### config.mk
export PLATFORM = sky130hd
export DESIGN_NAME = class_argmax_flat
export DESIGN_NICKNAME = d
export VERILOG_FILES = /design/src/rtl/class_argmax_if.sv /design/src/rtl/class_argmax.sv /design/src/flat_wrapper.sv
export SDC_FILE = /design/constraint.sdc
export NUM_CORES = 2
export LEC_CHECK = 0
export ABC_AREA = 1
export CORE_AREA = 2 2 375 377
export CTS_CLUSTER_SIZE = 10
export DETAILED_ROUTE_END_ITERATION = 16
export DIE_AREA = 0 0 377 379
export PLACE_DENSITY = 0.49
export SETUP_SLACK_MARGIN = 0.15
export SLEW_MARGIN = 15
export SYNTH_ARGS = -nofsm -noshare
export SYNTH_HDL_FRONTEND = slang
export SYNTH_SLANG_ARGS = --single-unit
### constraint.sdc
create_clock -name clk -period 7.38 [get_ports clk]
set_input_delay 1.476 -clock clk [delete_from_list [all_inputs] [get_ports clk]]
set_output_delay 1.476 -clock clk [all_outputs]
set_load 0.03 [all_outputs]
### src/rtl/class_argmax_if.sv
// Score-vector input and argmax-result bus of class_argmax.
// Signal names are seen from the argmax block (i_ = into it, o_ = out of it).
interface class_argmax_if #(
  parameter int CLASSES_QNT = 10,
  parameter int SCORE_WIDTH = 32
);
  localparam int IDX_W = $clog2(CLASSES_QNT);

  // Handshake: i_valid is a one-cycle strobe with no back-pressure. o_valid rises
  // with a result and holds every result field stable until a clock-enabled edge
  // sees o_valid && i_ready; that edge is the transfer.
  logic                                  i_valid;
  logic [CLASSES_QNT-1:0][SCORE_WIDTH-1:0] i_classes;
  logic                                  i_ready;
  logic                                  o_valid;
  logic [IDX_W-1:0]                      o_class;
  logic [SCORE_WIDTH-1:0]                o_score;
  logic [SCORE_WIDTH-1:0]                o_second;
  logic [SCORE_WIDTH:0]                  o_margin;
  logic                                  o_confident;
  logic                                  o_busy;
  logic [15:0]                           o_drop_cnt;
  logic [1:0]                            o_dbg_state;

  modport master (
    output i_valid, i_classes, i_ready,
    input  o_valid, o_class, o_score, o_second, o_margin, o_confident,
           o_busy, o_drop_cnt, o_dbg_state
  );

  modport slave (
    input  i_valid, i_classes, i_ready,
    output o_valid, o_class, o_score, o_second, o_margin, o_confident,
           o_busy, o_drop_cnt, o_dbg_state
  );
endinterface

### src/rtl/class_argmax.sv
// Serial argmax over the CNN class-score vector, one class per cycle, with a
// one-deep pending slot for frames that arrive while busy and a valid/ready result.
module class_argmax #(
  parameter int CLASSES_QNT = 10,
  parameter int SCORE_WIDTH = 32,
  parameter logic signed [SCORE_WIDTH:0] MARGIN_THRESH = '0
) (
  input  logic          clk,
  input  logic          rst_n,
  input  logic          clk_en,
  class_argmax_if.slave bus
);
  localparam int IDX_W = $clog2(CLASSES_QNT);
  localparam logic [IDX_W-1:0] LAST_K = IDX_W'(CLASSES_QNT - 1);
  localparam logic signed [SCORE_WIDTH-1:0] SCORE_MIN = {1'b1, {(SCORE_WIDTH-1){1'b0}}};

  typedef enum logic [1:0] {
    S_IDLE = 2'd0,
    S_SCAN = 2'd1,
    S_HOLD = 2'd2
  } state_t;

  typedef logic [CLASSES_QNT-1:0][SCORE_WIDTH-1:0] frame_t;

  state_t                         r_state;
  state_t                         w_next_state;
  frame_t                         r_work;
  frame_t                         r_pend;
  frame_t                         w_load_frame;
  logic                           r_pend_full;
  logic [IDX_W-1:0]               r_k;
  logic [IDX_W-1:0]               r_idx;
  logic [IDX_W-1:0]               w_idx;
  logic signed [SCORE_WIDTH-1:0]  r_best;
  logic signed [SCORE_WIDTH-1:0]  r_second;
  logic signed [SCORE_WIDTH-1:0]  w_cur;
  logic signed [SCORE_WIDTH-1:0]  w_best;
  logic signed [SCORE_WIDTH-1:0]  w_second;
  logic signed [SCORE_WIDTH:0]    w_margin;
  logic                           w_hs;
  logic                           w_last;
  logic                           w_load;
  logic                           w_pend_push;
  logic                           w_pend_pop;
  logic                           w_drop;

  logic                           r_o_valid;
  logic [IDX_W-1:0]               r_o_class;
  logic [SCORE_WIDTH-1:0]         r_o_score;
  logic [SCORE_WIDTH-1:0]         r_o_second;
  logic [SCORE_WIDTH:0]           r_o_margin;
  logic                           r_o_confident;
  logic [15:0]                    r_drop_cnt;

  assign w_hs   = r_o_valid && bus.i_ready;
  assign w_last = (r_state == S_SCAN) && (r_k == LAST_K);

  // One compare step of the scan; strict > keeps the lowest index on ties.
  always_comb begin
    w_cur    = r_work[r_k];
    w_best   = r_best;
    w_second = r_second;
    w_idx    = r_idx;
    if (w_cur > r_best) begin
      w_second = r_best;
      w_best   = w_cur;
      w_idx    = r_k;
    end else if (w_cur > r_second) begin
      w_second = w_cur;
    end
    w_margin = {w_best[SCORE_WIDTH-1], w_best} - {w_second[SCORE_WIDTH-1], w_second};
  end

  always_comb begin
    w_next_state = r_state;
    w_load       = 1'b0;
    w_load_frame = bus.i_classes;
    w_pend_pop   = 1'b0;
    case (r_state)
      S_IDLE: begin
        if (bus.i_valid) begin
          w_next_state = S_SCAN;
          w_load       = 1'b1;
        end
      end
      S_SCAN: begin
        if (w_last) w_next_state = S_HOLD;
      end
      S_HOLD: begin
        if (w_hs) begin
          if (r_pend_full) begin
            w_next_state = S_SCAN;
            w_load       = 1'b1;
            w_load_frame = r_pend;
            w_pend_pop   = 1'b1;
          end else if (bus.i_valid) begin
            w_next_state = S_SCAN;
            w_load       = 1'b1;
          end else begin
            w_next_state = S_IDLE;
          end
        end
      end
      default: w_next_state = S_IDLE;
    endcase
    // A frame not loaded straight into working lands in pending if that slot is
    // free this edge (empty, or being drained into working), otherwise it is lost.
    w_pend_push = bus.i_valid && !(w_load && !w_pend_pop) && (!r_pend_full || w_pend_pop);
    w_drop      = bus.i_valid && !(w_load && !w_pend_pop) && r_pend_full && !w_pend_pop;
  end

  always_ff @(posedge clk or negedge rst_n) begin
    if (!rst_n)      r_state <= S_IDLE;
    else if (clk_en) r_state <= w_next_state;
  end

  always_ff @(posedge clk or negedge rst_n) begin
    if (!rst_n) begin
      r_work        <= '0;
      r_pend        <= '0;
      r_pend_full   <= 1'b0;
      r_k           <= '0;
      r_idx         <= '0;
      r_best        <= '0;
      r_second      <= '0;
      r_o_valid     <= 1'b0;
      r_o_class     <= '0;
      r_o_score     <= '0;
      r_o_second    <= '0;
      r_o_margin    <= '0;
      r_o_confident <= 1'b0;
      r_drop_cnt    <= '0;
    end else if (clk_en) begin
      if (w_load) begin
        r_work   <= w_load_frame;
        r_best   <= w_load_frame[0];
        r_idx    <= '0;
        r_second <= SCORE_MIN;
        r_k      <= IDX_W'(1);
      end else if (r_state == S_SCAN) begin
        r_best   <= w_best;
        r_second <= w_second;
        r_idx    <= w_idx;
        if (!w_last) r_k <= r_k + IDX_W'(1);
      end

      if (w_last) begin
        r_o_valid     <= 1'b1;
        r_o_class     <= w_idx;
        r_o_score     <= w_best;
        r_o_second    <= w_second;
        r_o_margin    <= w_margin;
        r_o_confident <= (w_margin > MARGIN_THRESH);
      end else if (w_hs) begin
        r_o_valid     <= 1'b0;
      end

      if (w_pend_push) begin
        r_pend      <= bus.i_classes;
        r_pend_full <= 1'b1;
      end else if (w_pend_pop) begin
        r_pend_full <= 1'b0;
      end

      if (w_drop && (r_drop_cnt != 16'hFFFF)) r_drop_cnt <= r_drop_cnt + 16'd1;
    end
  end

  assign bus.o_valid     = r_o_valid;
  assign bus.o_class     = r_o_class;
  assign bus.o_score     = r_o_score;
  assign bus.o_second    = r_o_second;
  assign bus.o_margin    = r_o_margin;
  assign bus.o_confident = r_o_confident;
  assign bus.o_busy      = (r_state != S_IDLE) || r_pend_full;
  assign bus.o_drop_cnt  = r_drop_cnt;
  assign bus.o_dbg_state = r_state;
endmodule

### src/flat_wrapper.sv
// flat-port wrapper written by rule: the top's interface ports become plain ports
module class_argmax_flat 
#(
  parameter int CLASSES_QNT = 10,
  parameter int SCORE_WIDTH = 32,
  parameter logic signed [SCORE_WIDTH:0] MARGIN_THRESH = '0
)
  (clk, rst_n, clk_en, bus_i_valid, bus_i_classes, bus_i_ready, bus_o_valid, bus_o_class, bus_o_score, bus_o_second, bus_o_margin, bus_o_confident, bus_o_busy, bus_o_drop_cnt, bus_o_dbg_state);
  class_argmax_if #(.CLASSES_QNT(CLASSES_QNT), .SCORE_WIDTH(SCORE_WIDTH)) bus_i ();
  input  logic clk;
  input  logic rst_n;
  input  logic clk_en;
  input wire logic [$bits(bus_i.i_valid)-1:0] bus_i_valid;
  input wire logic [$bits(bus_i.i_classes)-1:0] bus_i_classes;
  input wire logic [$bits(bus_i.i_ready)-1:0] bus_i_ready;
  output wire logic [$bits(bus_i.o_valid)-1:0] bus_o_valid;
  output wire logic [$bits(bus_i.o_class)-1:0] bus_o_class;
  output wire logic [$bits(bus_i.o_score)-1:0] bus_o_score;
  output wire logic [$bits(bus_i.o_second)-1:0] bus_o_second;
  output wire logic [$bits(bus_i.o_margin)-1:0] bus_o_margin;
  output wire logic [$bits(bus_i.o_confident)-1:0] bus_o_confident;
  output wire logic [$bits(bus_i.o_busy)-1:0] bus_o_busy;
  output wire logic [$bits(bus_i.o_drop_cnt)-1:0] bus_o_drop_cnt;
  output wire logic [$bits(bus_i.o_dbg_state)-1:0] bus_o_dbg_state;
  assign bus_i.i_valid = bus_i_valid;
  assign bus_i.i_classes = bus_i_classes;
  assign bus_i.i_ready = bus_i_ready;
  assign bus_o_valid = bus_i.o_valid;
  assign bus_o_class = bus_i.o_class;
  assign bus_o_score = bus_i.o_score;
  assign bus_o_second = bus_i.o_second;
  assign bus_o_margin = bus_i.o_margin;
  assign bus_o_confident = bus_i.o_confident;
  assign bus_o_busy = bus_i.o_busy;
  assign bus_o_drop_cnt = bus_i.o_drop_cnt;
  assign bus_o_dbg_state = bus_i.o_dbg_state;
  class_argmax #(.CLASSES_QNT(CLASSES_QNT), .SCORE_WIDTH(SCORE_WIDTH), .MARGIN_THRESH(MARGIN_THRESH)) u_core (.clk(clk), .rst_n(rst_n), .clk_en(clk_en), .bus(bus_i));
endmodule
==> flow_metrics.env <==
export IMPL_outcome="completed"
export IMPL_reg2regPathDepth=39
export IMPL_grt_first_pass_wirelength_mm=230.0
export IMPL_yosysWarnings=0
export IMPL_finalHoldViolations=0
export IMPL_die_y_um=379
export IMPL_worstSkewPairLatency_ns=0.73
export IMPL_reg2reg_to="u_core.bus.o_confident"
export IMPL_wirelength_mm=157.4
export IMPL_finalMaxSlewViolations=0
export IMPL_synth_cell_type_count=43
export IMPL_ant_nets=0
export IMPL_fin_crit_ns=6.812
export IMPL_syn_inst=4920
export IMPL_min_path_cells=2
export IMPL_grt_overflow=0
export IMPL_fin_crit_sh=0.9230
export IMPL_placed_area_mm2=0.04800
export IMPL_setup_viol=0
export IMPL_via_count=35580
export IMPL_final_nets=5690
export IMPL_numCtsBuffers=101
export IMPL_async_flop_share=1.000
export IMPL_cts_sinks=834
export IMPL_synth_seq_cells=834
export IMPL_cts_resized=0
export IMPL_synth_common_cells="nand2_1 (1024), dfrtp_1 (834), o21ai_0 (599)"
export IMPL_hold_buffers=0
export IMPL_hold_slack_ns=0.4762
export IMPL_cp_arrival_ns=7.43
export IMPL_io_buffers=446
export IMPL_tritoncts="done"
export IMPL_r2r_start="u_core.r_k[0]"
export IMPL_drt_pass1_iter_count=6
export IMPL_critPathLaunchType="flip-flop"
export IMPL_synth_top_area_frac=0.5049
export IMPL_syn_nets=5343
export IMPL_drc=0
export IMPL_holdCritPathClass="reg -> reg"
export IMPL_vias_per_cell=4.996
export IMPL_crit_path_top_delay_cell="dfrtp_4"
export IMPL_dp_hpwl_mm=113.2
export IMPL_cpPeakStageDelay_ns=0.61
export IMPL_synth_edf_count=0
export IMPL_post_cts_setup_buffers=0
export IMPL_stdcell_area_mm2=0.05112
export IMPL_hold_start="u_core.bus.o_margin[7]"
export IMPL_rows=137
export IMPL_grt_setup_unrepaired="false"
export IMPL_initial_core_util=0.2977
export IMPL_drv_cap=0
export IMPL_ioPinCount=447
export IMPL_hold_end="u_core.bus.o_margin[7]"
export IMPL_path_class="reg -> reg"
export IMPL_cts_htree_levels=3
export IMPL_max_freq_mhz=146.8
export IMPL_synthTopCellsByArea="dfrtp_1 (50%), nand2_1 (9.3%), o21ai_0 (7.3%), inv_1 (4.6%), a21oi_1 (4.2%)"
export IMPL_worst_endpoint_required_ns=8.00
export IMPL_synthToLayoutAreaGrowth_pct=23.66
export IMPL_track_usage=0.2169
export IMPL_setup_tns_final_ns=0
export IMPL_tightest_slew_ns=1.176
export IMPL_cp_common_cell="nand2_1"
export IMPL_post_drt_wl_per_cell_um=22.09
export IMPL_drt_iter0_markers=3138
export IMPL_die_w_um=377
export IMPL_cp_max_fo=38
export IMPL_cts_buffer_depth=3
export IMPL_drive_above_1_share=0.08111
export IMPL_clock_skew_ns=0.04503
export IMPL_antenna_found_initial=9
export IMPL_max_slew_margin=0.2160
export IMPL_fin_cells=7123
export IMPL_dieArea_mm2=0.1429
export IMPL_dp_cells=6969
export IMPL_root_buffer="clkbuf_16"
export IMPL_grt_max_degree=211
export IMPL_reg2reg_setup_slack_ns=0.57
export IMPL_syn_area_mm2=0.04134
export IMPL_synth_seq_area_share=0.5049
export IMPL_yosysTopAreaCell="dfrtp_1"
export IMPL_grt_pass1_vias=33880
export IMPL_synth_top_flop_cell="dfrtp_1"
export IMPL_clk_pin_slew_ns=0.06
export IMPL_fp_coreArea_mm2=0.1388
export IMPL_globalplace_congestion=0.8756
export IMPL_worst_setup_path_end_kind="flip-flop"
export IMPL_postSynthAreaPerCell_um2=8.402
export IMPL_synth_most_common_cell="nand2_1"
-- cell type report --
| class | instances | area (um2) |
|---|---|---|
| sequential | 834 | 20880 |
| clock inverter | 17 | 264.0 |
| tap | 1807 | 2261 |
| antenna | 2 | 5.005 |
| timing repair buffer | 564 | 5609 |
| multi-input combinational | 3247 | 17360 |
| clock buffer | 133 | 2771 |
| inverter | 519 | 1968 |
| fill | 14160 | 87730 |
-- critical path, delay by kind of cell, from the launching register on --
family | cells | cell delay, ns
fa+ha+maj | 2 | 0.72
compound gates | 11 | 2.33
simple gates | 22 | 2.35
flops | 1 | 0.61
buf+inv | 4 | 0.69
-- metrics by stage --
stage               worst slack [ns]  utilization
finish                        0.5682       0.3682
global route                  0.1494       0.3682
CTS                           0.4704       0.3676
detailed placement            0.4721       0.3457
global placement              0.4310       0.3457
floorplan                      1.424            -
-- cells by family after synthesis --
| logic type | synth area share |
|---|---|
| AOI/OAI and AO/OA | 0.1927 |
| xor gates and xnor gates | 0.005933 |
| adders and majority gates | 0.02984 |
| buffers and inverters | 0.07676 |
| DFF | 0.5049 |
| muxes | 0.03487 |
| and+or+nand+nor | 0.1550 |
-- state kept, by name, summed over array words and instances (netlist names) --
name and cells:
u_core.bus.o_valid 1, u_core.r_pend_full 1, u_core.r_second 32, u_core.r_idx 4, u_core.bus.o_score 32, u_core.bus.o_drop_cnt 16
u_core.r_work 320, u_core.r_k 4, u_core.bus.o_class 4, u_core.bus.o_confident 1, u_core.bus.o_dbg_state 2, u_core.bus.o_second 32
u_core.r_pend 320, u_core.r_best 32, u_core.bus.o_margin 33
-- cell usage in the layout (no fill, tap or decap), types with 8 or more instances in the layout --
| cell | instances |
|---|---|
| a21oi_1 | 342 |
| a31oi_1 | 149 |
| a32o_1 | 29 |
| buf_12 | 17 |
| buf_4 | 98 |
| clkbuf_1 | 23 |
| clkbuf_16 | 105 |
| clkdlybuf4s50_1 | 445 |
| clkinv_2 | 8 |
| dfrtp_1 | 831 |
| ha_1 | 97 |
| inv_1 | 508 |
| mux2_2 | 128 |
| nand2_1 | 1023 |
| nand2_2 | 16 |
| nand3_1 | 111 |
| nand3_2 | 11 |
| nand4_1 | 30 |
| nor2_1 | 374 |
| nor3_1 | 13 |
| o211ai_1 | 221 |
| o21ai_0 | 594 |
| o22ai_1 | 34 |
| xnor2_1 | 13 |
| xor2_1 | 15 |
-- per-layer routing --
| metal | global-route usage | vias to the layer above | share of wire |
|---|---|---|---|
| met5 | 0 | - | 0.00010 |
| met4 | 0.07185 | 2 | 0.034 |
| met3 | 0.03285 | 210 | 0.049 |
| met2 | 0.3534 | 912 | 0.47 |
| li1 | - | 17120 | - |
| met1 | 0.2941 | 17340 | 0.45 |
-- worst max path at each step --
stage,from,end,slack [ns],depth (start not counted)
after global routing,u_core.r_k[0],u_core.bus.o_confident,0.15,38
after detailed placement,u_core.r_k[0],u_core.bus.o_confident,0.47,38
after floorplan,u_core.r_k[0],u_core.bus.o_confident,1.42,49
after CTS,u_core.r_k[0],u_core.bus.o_confident,0.47,38
final,u_core.r_k[0],u_core.bus.o_confident,0.57,39
after global placement,u_core.r_k[0],u_core.bus.o_confident,0.43,32
Power is not shown: default switching activity piles up to over one toggle a cycle in this logic, so the estimate is an artifact.
